<file path="src/rtl/ps2_scancode_sequencer.sv">
// PS/2 keyboard front end: oversampled framing, E0/F0 prefix decode and
// a show-ahead event FIFO behind a valid/ready handshake.
module ps2_scancode_sequencer #(
   parameter int TIMEOUT_CYC = 200000,
   parameter int FIFO_AW     = 3
) (
   input  logic               CLK,
   input  logic               RST_N,
   input  logic               PS2_CLK,
   input  logic               PS2_DAT,
   output logic               EVT_VALID,
   input  logic               EVT_READY,
   output logic [7:0]         EVT_CODE,
   output logic               EVT_EXT,
   output logic               EVT_BREAK,
   output logic [FIFO_AW:0]   FIFO_LEVEL,
   output logic               FRAME_ERR,
   output logic               OVERFLOW
);

   localparam int WD_W = $clog2(TIMEOUT_CYC);
   localparam logic [WD_W-1:0] WD_MAX = WD_W'(TIMEOUT_CYC - 1);
   localparam int DEPTH = 1 << FIFO_AW;
   localparam logic [FIFO_AW:0] FULL_LVL = (FIFO_AW+1)'(DEPTH);

   typedef enum logic [1:0] {RX_IDLE, RX_DATA, RX_PAR, RX_STOP} rx_t;
   typedef enum logic [1:0] {D_IDLE, D_EXT, D_BRK, D_EXT_BRK} dec_t;

   logic [1:0] clk_sync;
   logic [1:0] dat_sync;
   logic       clk_prev;
   logic       fall;
   logic       dat;

   rx_t             rx_state, rx_next;
   logic [2:0]      bit_cnt;
   logic [7:0]      shreg;
   logic            par_bit;
   logic [WD_W-1:0] wd_cnt;
   logic            timeout;
   logic            stop_ok;
   logic            byte_stb;
   logic [7:0]      byte_q;

   dec_t d_state, d_next;
   logic push;
   logic is_ext, is_brk;

   logic [9:0]         mem [DEPTH];
   logic [FIFO_AW-1:0] wr_ptr, rd_ptr;
   logic [FIFO_AW:0]   level;
   logic [9:0]         head, last_q;
   logic               full, pop, wr_en;

   always_ff @(posedge CLK or negedge RST_N) begin
      if (!RST_N) begin
         clk_sync <= 2'b11;
         dat_sync <= 2'b11;
         clk_prev <= 1'b1;
      end else begin
         clk_sync <= {clk_sync[0], PS2_CLK};
         dat_sync <= {dat_sync[0], PS2_DAT};
         clk_prev <= clk_sync[1];
      end
   end

   assign fall    = clk_prev & ~clk_sync[1];
   assign dat     = dat_sync[1];
   assign timeout = (rx_state != RX_IDLE) && (wd_cnt == WD_MAX);
   // odd parity over data plus parity bit, and a high stop bit
   assign stop_ok = ((^shreg) ^ par_bit) & dat;

   always_comb begin
      rx_next = rx_state;
      if (timeout) begin
         rx_next = RX_IDLE;
      end else if (fall) begin
         unique case (rx_state)
            RX_IDLE: if (!dat) rx_next = RX_DATA;
            RX_DATA: if (bit_cnt == 3'd7) rx_next = RX_PAR;
            RX_PAR:  rx_next = RX_STOP;
            RX_STOP: rx_next = RX_IDLE;
         endcase
      end
   end

   always_ff @(posedge CLK or negedge RST_N) begin
      if (!RST_N) begin
         rx_state  <= RX_IDLE;
         bit_cnt   <= 3'd0;
         shreg     <= 8'h00;
         par_bit   <= 1'b0;
         wd_cnt    <= '0;
         byte_stb  <= 1'b0;
         byte_q    <= 8'h00;
         FRAME_ERR <= 1'b0;
      end else begin
         rx_state  <= rx_next;
         byte_stb  <= 1'b0;
         FRAME_ERR <= timeout;
         if (rx_state == RX_IDLE || fall) wd_cnt <= '0;
         else                             wd_cnt <= wd_cnt + WD_W'(1);
         if (!timeout && fall) begin
            if (rx_state == RX_IDLE) bit_cnt <= 3'd0;
            if (rx_state == RX_DATA) begin
               shreg   <= {dat, shreg[7:1]};
               bit_cnt <= bit_cnt + 3'd1;
            end
            if (rx_state == RX_PAR) par_bit <= dat;
            if (rx_state == RX_STOP) begin
               byte_stb  <= stop_ok;
               byte_q    <= shreg;
               FRAME_ERR <= ~stop_ok;
            end
         end
      end
   end

   assign is_ext = (d_state == D_EXT) || (d_state == D_EXT_BRK);
   assign is_brk = (d_state == D_BRK) || (d_state == D_EXT_BRK);

   always_comb begin
      d_next = d_state;
      push   = 1'b0;
      if (FRAME_ERR) begin
         d_next = D_IDLE;
      end else if (byte_stb) begin
         unique case (1'b1)
            byte_q == 8'hE0: d_next = D_EXT;
            byte_q == 8'hF0: d_next = is_ext ? D_EXT_BRK : D_BRK;
            byte_q == 8'h00 || byte_q == 8'hFF: d_next = D_IDLE;
            default: begin
               push   = 1'b1;
               d_next = D_IDLE;
            end
         endcase
      end
   end

   always_ff @(posedge CLK or negedge RST_N) begin
      if (!RST_N) d_state <= D_IDLE;
      else        d_state <= d_next;
   end

   assign EVT_VALID  = (level != '0);
   assign FIFO_LEVEL = level;
   assign full       = (level == FULL_LVL);
   assign pop        = EVT_VALID & EVT_READY;
   assign wr_en      = push & (~full | pop);
   assign head       = mem[rd_ptr];
   assign {EVT_EXT, EVT_BREAK, EVT_CODE} = EVT_VALID ? head : last_q;

   always_ff @(posedge CLK) begin
      if (wr_en) mem[wr_ptr] <= {is_ext, is_brk, byte_q};
   end

   always_ff @(posedge CLK or negedge RST_N) begin
      if (!RST_N) begin
         wr_ptr   <= '0;
         rd_ptr   <= '0;
         level    <= '0;
         last_q   <= '0;
         OVERFLOW <= 1'b0;
      end else begin
         OVERFLOW <= push & full & ~pop;
         if (EVT_VALID) last_q <= head;
         if (wr_en) wr_ptr <= wr_ptr + FIFO_AW'(1);
         if (pop)   rd_ptr <= rd_ptr + FIFO_AW'(1);
         case ({wr_en, pop})
            2'b10:   level <= level + (FIFO_AW+1)'(1);
            2'b01:   level <= level - (FIFO_AW+1)'(1);
            default: level <= level;
         endcase
      end
   end

endmodule

</file>
<file path="config.mk">
export PLATFORM = sky130hd
export DESIGN_NAME = ps2_scancode_sequencer
export DESIGN_NICKNAME = d
export VERILOG_FILES = /design/src/rtl/ps2_scancode_sequencer.sv
export SDC_FILE = /design/constraint.sdc
export NUM_CORES = 1
export LEC_CHECK = 0
export ABC_CLOCK_PERIOD_IN_PS = 3950
export BUFFER_PORTS_ARGS = -buffer_cell sky130_fd_sc_hd__buf_4
export CORE_MARGIN = 2
export CORE_UTILIZATION = 35
export DETAILED_ROUTE_END_ITERATION = 8
export PLACE_DENSITY = 0.56
export SLEW_MARGIN = 5
export SYNTH_ARGS = -nofsm -noshare
export SYNTH_HDL_FRONTEND = slang
export SYNTH_SLANG_ARGS = --single-unit
</file>
<file path="constraint.sdc">
create_clock -name CLK -period 3.95 [get_ports CLK]
set_clock_uncertainty 0.05 [all_clocks]
set_input_delay 0.1975 -clock CLK [delete_from_list [all_inputs] [get_ports CLK]]
set_output_delay 0.1975 -clock CLK [all_outputs]
set_load 0.02 [all_outputs]
</file>
==> summary.txt <==
Setup TNS: 0 ns
Relative slew slack: 29.85%
Top FF cell, synth: edfxtp_1
Chip height: 137.5 um
Max FO, Critical Path: 11
Switch share: 30.28%
Die ar.: 18,900 um^2
Reg power frac: 43.1%
Critical Path AT: 3.36 ns
Hold path depth: 3
Area taken by multi-input logic gates: 1989 um^2
Share of cells above drive strength 1: 26.75%
DR vias: 3,363
Reg area: 4160 um^2
WHS Endpoint: OVERFLOW
Syn nets: 423
R2r endpoint: FIFO_LEVEL[3]
Core Footprint: 17,360 um^2
Post-Syn Instances: 406
Setup crit end kind: flip-flop
Initial antenna violation count: 0
Final setup fails: 0
Pin count of the biggest net entering global routing: 71
Hold Vio Cnt, Final: 0
Clock power share: 31.6%
Worst r2r src: byte_q[0]
Initial Util: 35.94%
Tmin final: 3.122 ns
RePlAce Congestion: 0.7358
FMAX: 0.3204 GHz
FFs w/ async S/R, synth: 46.67%
EDFF count, synth: 80
Die X-Extent: 137.5 um
Max Buffers Root-to-Sink: 2
Drt total wl: 11.48 mm
Setup Buffers After CTS: 0
Area Overhead vs Synth: 18.11%
Hold buffers post-CTS: 3
RSZ-0062 raised after global routing: no
Pleak: 2.845 nW
DRT iter0 DRCs: 105
# IOs: 22
Filler cells: 1,538
Total number of yosys warnings: 0
Max Cap Viol: 0
Logic pwr share: 25.3%
Hold crit path type: primary input to flip-flop
# rows: 48
Min-delay src: EVT_READY
Startpoint types: flip-flop
Clk pin slew, worst setup/hold paths: 0.06 ns
Clock buffer count from CTS: 17
Power Density: 706.0 nW/um^2
TritonCTS clock tree: done
Final period utilization: 79.03%
Fin. max-slew vios: 0
Detail Placement HPWL: 7.310 mm
Vias in the first global route: 3,464
Drt first pass iters: 4
Count of buffers from port buffering: 21
Worst-margin pin slew: 1.052 ns
FF-to-FF setup slack: 0.83 ns
Internal power: 3.626 mW
Latest clock arrival within the worst-skew pair: 0.42 ns
Psw: 1.575 mW
# nets final: 460
Crit Path Class: flip-flop to flip-flop
DRC: 0
Outcome: finished clean
# diodes: 0
Post-synthesis register bit count: 150
Mapped Area: 6237 um^2
WP data required: 4.19 ns
DR WL/cell: 16.85 um
R2R depth: 10
GRT overflow: 0
Yosys cell types: 48
Vias per cell: 4.938
Seq/Total Area, Yosys: 66.70%
First-pass GRT wire length: 18.75 mm
Clock sink total: 150
CTS root buf: clkbuf_16
Dpl cell area: 6728 um^2
Remaining antenna violation count: 0
Post-route cell area: 7367 um^2
Tot GR Track Use: 13.59%
H-tree levels: 4
Worst vdd ir: 0.4871 mV
Syn Area/Cell: 15.36 um^2
# resized after CTS: 0
## metrics by stage
step	instances	hold slack, ns	worst slack (ns)	power, mW	util (%)
floorplan	406	-0.1481	0.8903	3.144	-
global placement	646	0.2589	0.9159	3.573	38.76
detailed placement	646	0.2573	0.8382	3.618	38.76
CTS	681	0.04842	0.8256	5.280	42.45
global route	681	0.06302	0.6795	5.519	42.45
finish	681	0.07393	0.8285	5.201	42.45
## synthesized netlist by cell type (all sizes together), types with 3 or more instances
cell type  instances  share of area [%]
edfxtp            80                 39
dfrtp             65                 26
nand2             24                1.4
mux2              21                4.0
nor2              21                1.3
mux4              20                7.2
o21ai             18                1.5
inv               15               0.90
xnor2             15                2.1
clkbuf            11               0.66
ha                11                2.2
mux2i             11                1.8
xor2              11                1.5
nand3              8               0.72
nor3               7               0.56
a21oi              6               0.48
buf                6               0.54
nor4               6               0.60
and3               5               0.58
dfstp              5                2.1
nor4b              5               0.70
nand4              4               0.40
a211oi             3               0.36
or3                3               0.30
## placed cells by master (no fill, tap or decap), types with 3 or more instances in the layout
| cell type | synthesis | layout |
|---|---|---|
| edfxtp_1 | 80 | 80 |
| dfrtp_1 | 65 | 65 |
| buf_4 | 0 | 32 |
| nand2_1 | 24 | 24 |
| nor2_1 | 21 | 21 |
| mux4_2 | 20 | 20 |
| mux2_2 | 18 | 18 |
| clkbuf_16 | 0 | 17 |
| o21ai_0 | 17 | 16 |
| inv_1 | 15 | 15 |
| xnor2_1 | 15 | 15 |
| xor2_1 | 11 | 11 |
| mux2i_1 | 11 | 11 |
| ha_1 | 11 | 11 |
| nand3_1 | 7 | 7 |
| nor3_1 | 7 | 7 |
| a21oi_1 | 6 | 6 |
| dfstp_2 | 5 | 5 |
| and3_1 | 4 | 4 |
| nand4_1 | 4 | 4 |
| nor4b_2 | 0 | 4 |
| clkinv_2 | 0 | 4 |
| or3_1 | 3 | 3 |
| nor4_1 | 6 | 3 |
| a211oi_1 | 3 | 3 |
| nor4_2 | 0 | 3 |
| mux2_4 | 3 | 3 |
| clkinv_4 | 0 | 3 |
| bufinv_16 | 0 | 3 |
| dlygate4sd3_1 | 0 | 3 |
## worst max-delay path, cell delays in order, from the launching register on
cell and delay, ns:
dfrtp_1 0.48, nor4_1 0.61, a211oi_1 0.23, or3b_2 0.56, inv_1 0.12, ha_1 0.24
a21o_1 0.17, a21o_1 0.19, nand3b_1 0.09, o22ai_1 0.10, xor2_1 0.15
## power groups by stage
stage	Combinational [mW]	Clock, mW	Sequential, mW
floorplan	1.03	0	2.12
global placement	1.31	0	2.27
global route	1.47	1.76	2.29
finish	1.32	1.64	2.24
detailed placement	1.33	0	2.28
CTS	1.34	1.68	2.25
## flip-flops by register name, summed over array words and instances, names as in the netlist
name        count
dat_sync        2
rx_state        2
par_bit         1
clk_sync        2
mem            80
OVERFLOW        1
bit_cnt         3
byte_q          8
clk_prev        1
FIFO_LEVEL      4
FRAME_ERR       1
rd_ptr          3
wd_cnt         18
shreg           8
byte_stb        1
d_state         2
wr_ptr          3
last_q         10
## metal layers
| layer | global-route usage (%) | vias up | part of all wire (%) |
|---|---|---|---|
| met5 | 0 | - | 0 |
| met4 | 5.670 | 0 | 1.3 |
| met3 | 3.826 | 15 | 3.9 |
| met2 | 21.86 | 59 | 49 |
| met1 | 17.27 | 1705 | 46 |
| li1 | - | 1584 | - |
## final cells by class
class | count | share of cell area, %
flip-flops and latches | 150 | 56.47
multi-input cells | 224 | 27.00
clock buffers | 20 | 6.199
well taps | 225 | 3.821
repair buffers | 35 | 3.668
clock inverters | 12 | 2.072
inverters | 15 | 0.7643
## cell families after synthesis
group	synth area share, %
XOR/XNOR	4.012
multiplexers	12.96
flip-flops	66.70
AND/OR/NAND/NOR	8.245
AO/OA/AOI/OAI	3.450
adder cells (fa/ha/maj)	2.528
buffers and inverters	2.106
## how the worst max path moves through the flow
| stage | start | end | slack, ns |
|---|---|---|---|
| 2_1_floorplan | byte_q[4] | mem[2][0] | 0.89 |
| 3_5_place_dp | byte_q[0] | FIFO_LEVEL[3] | 0.84 |
| 3_3_place_gp | byte_q[0] | FIFO_LEVEL[3] | 0.92 |
| 4_1_cts | byte_q[0] | FIFO_LEVEL[3] | 0.83 |
| 6_report | byte_q[0] | FIFO_LEVEL[3] | 0.83 |
| 5_1_grt | byte_q[0] | FIFO_LEVEL[3] | 0.68 |
Note: power is estimated with default switching activity, not from simulation.
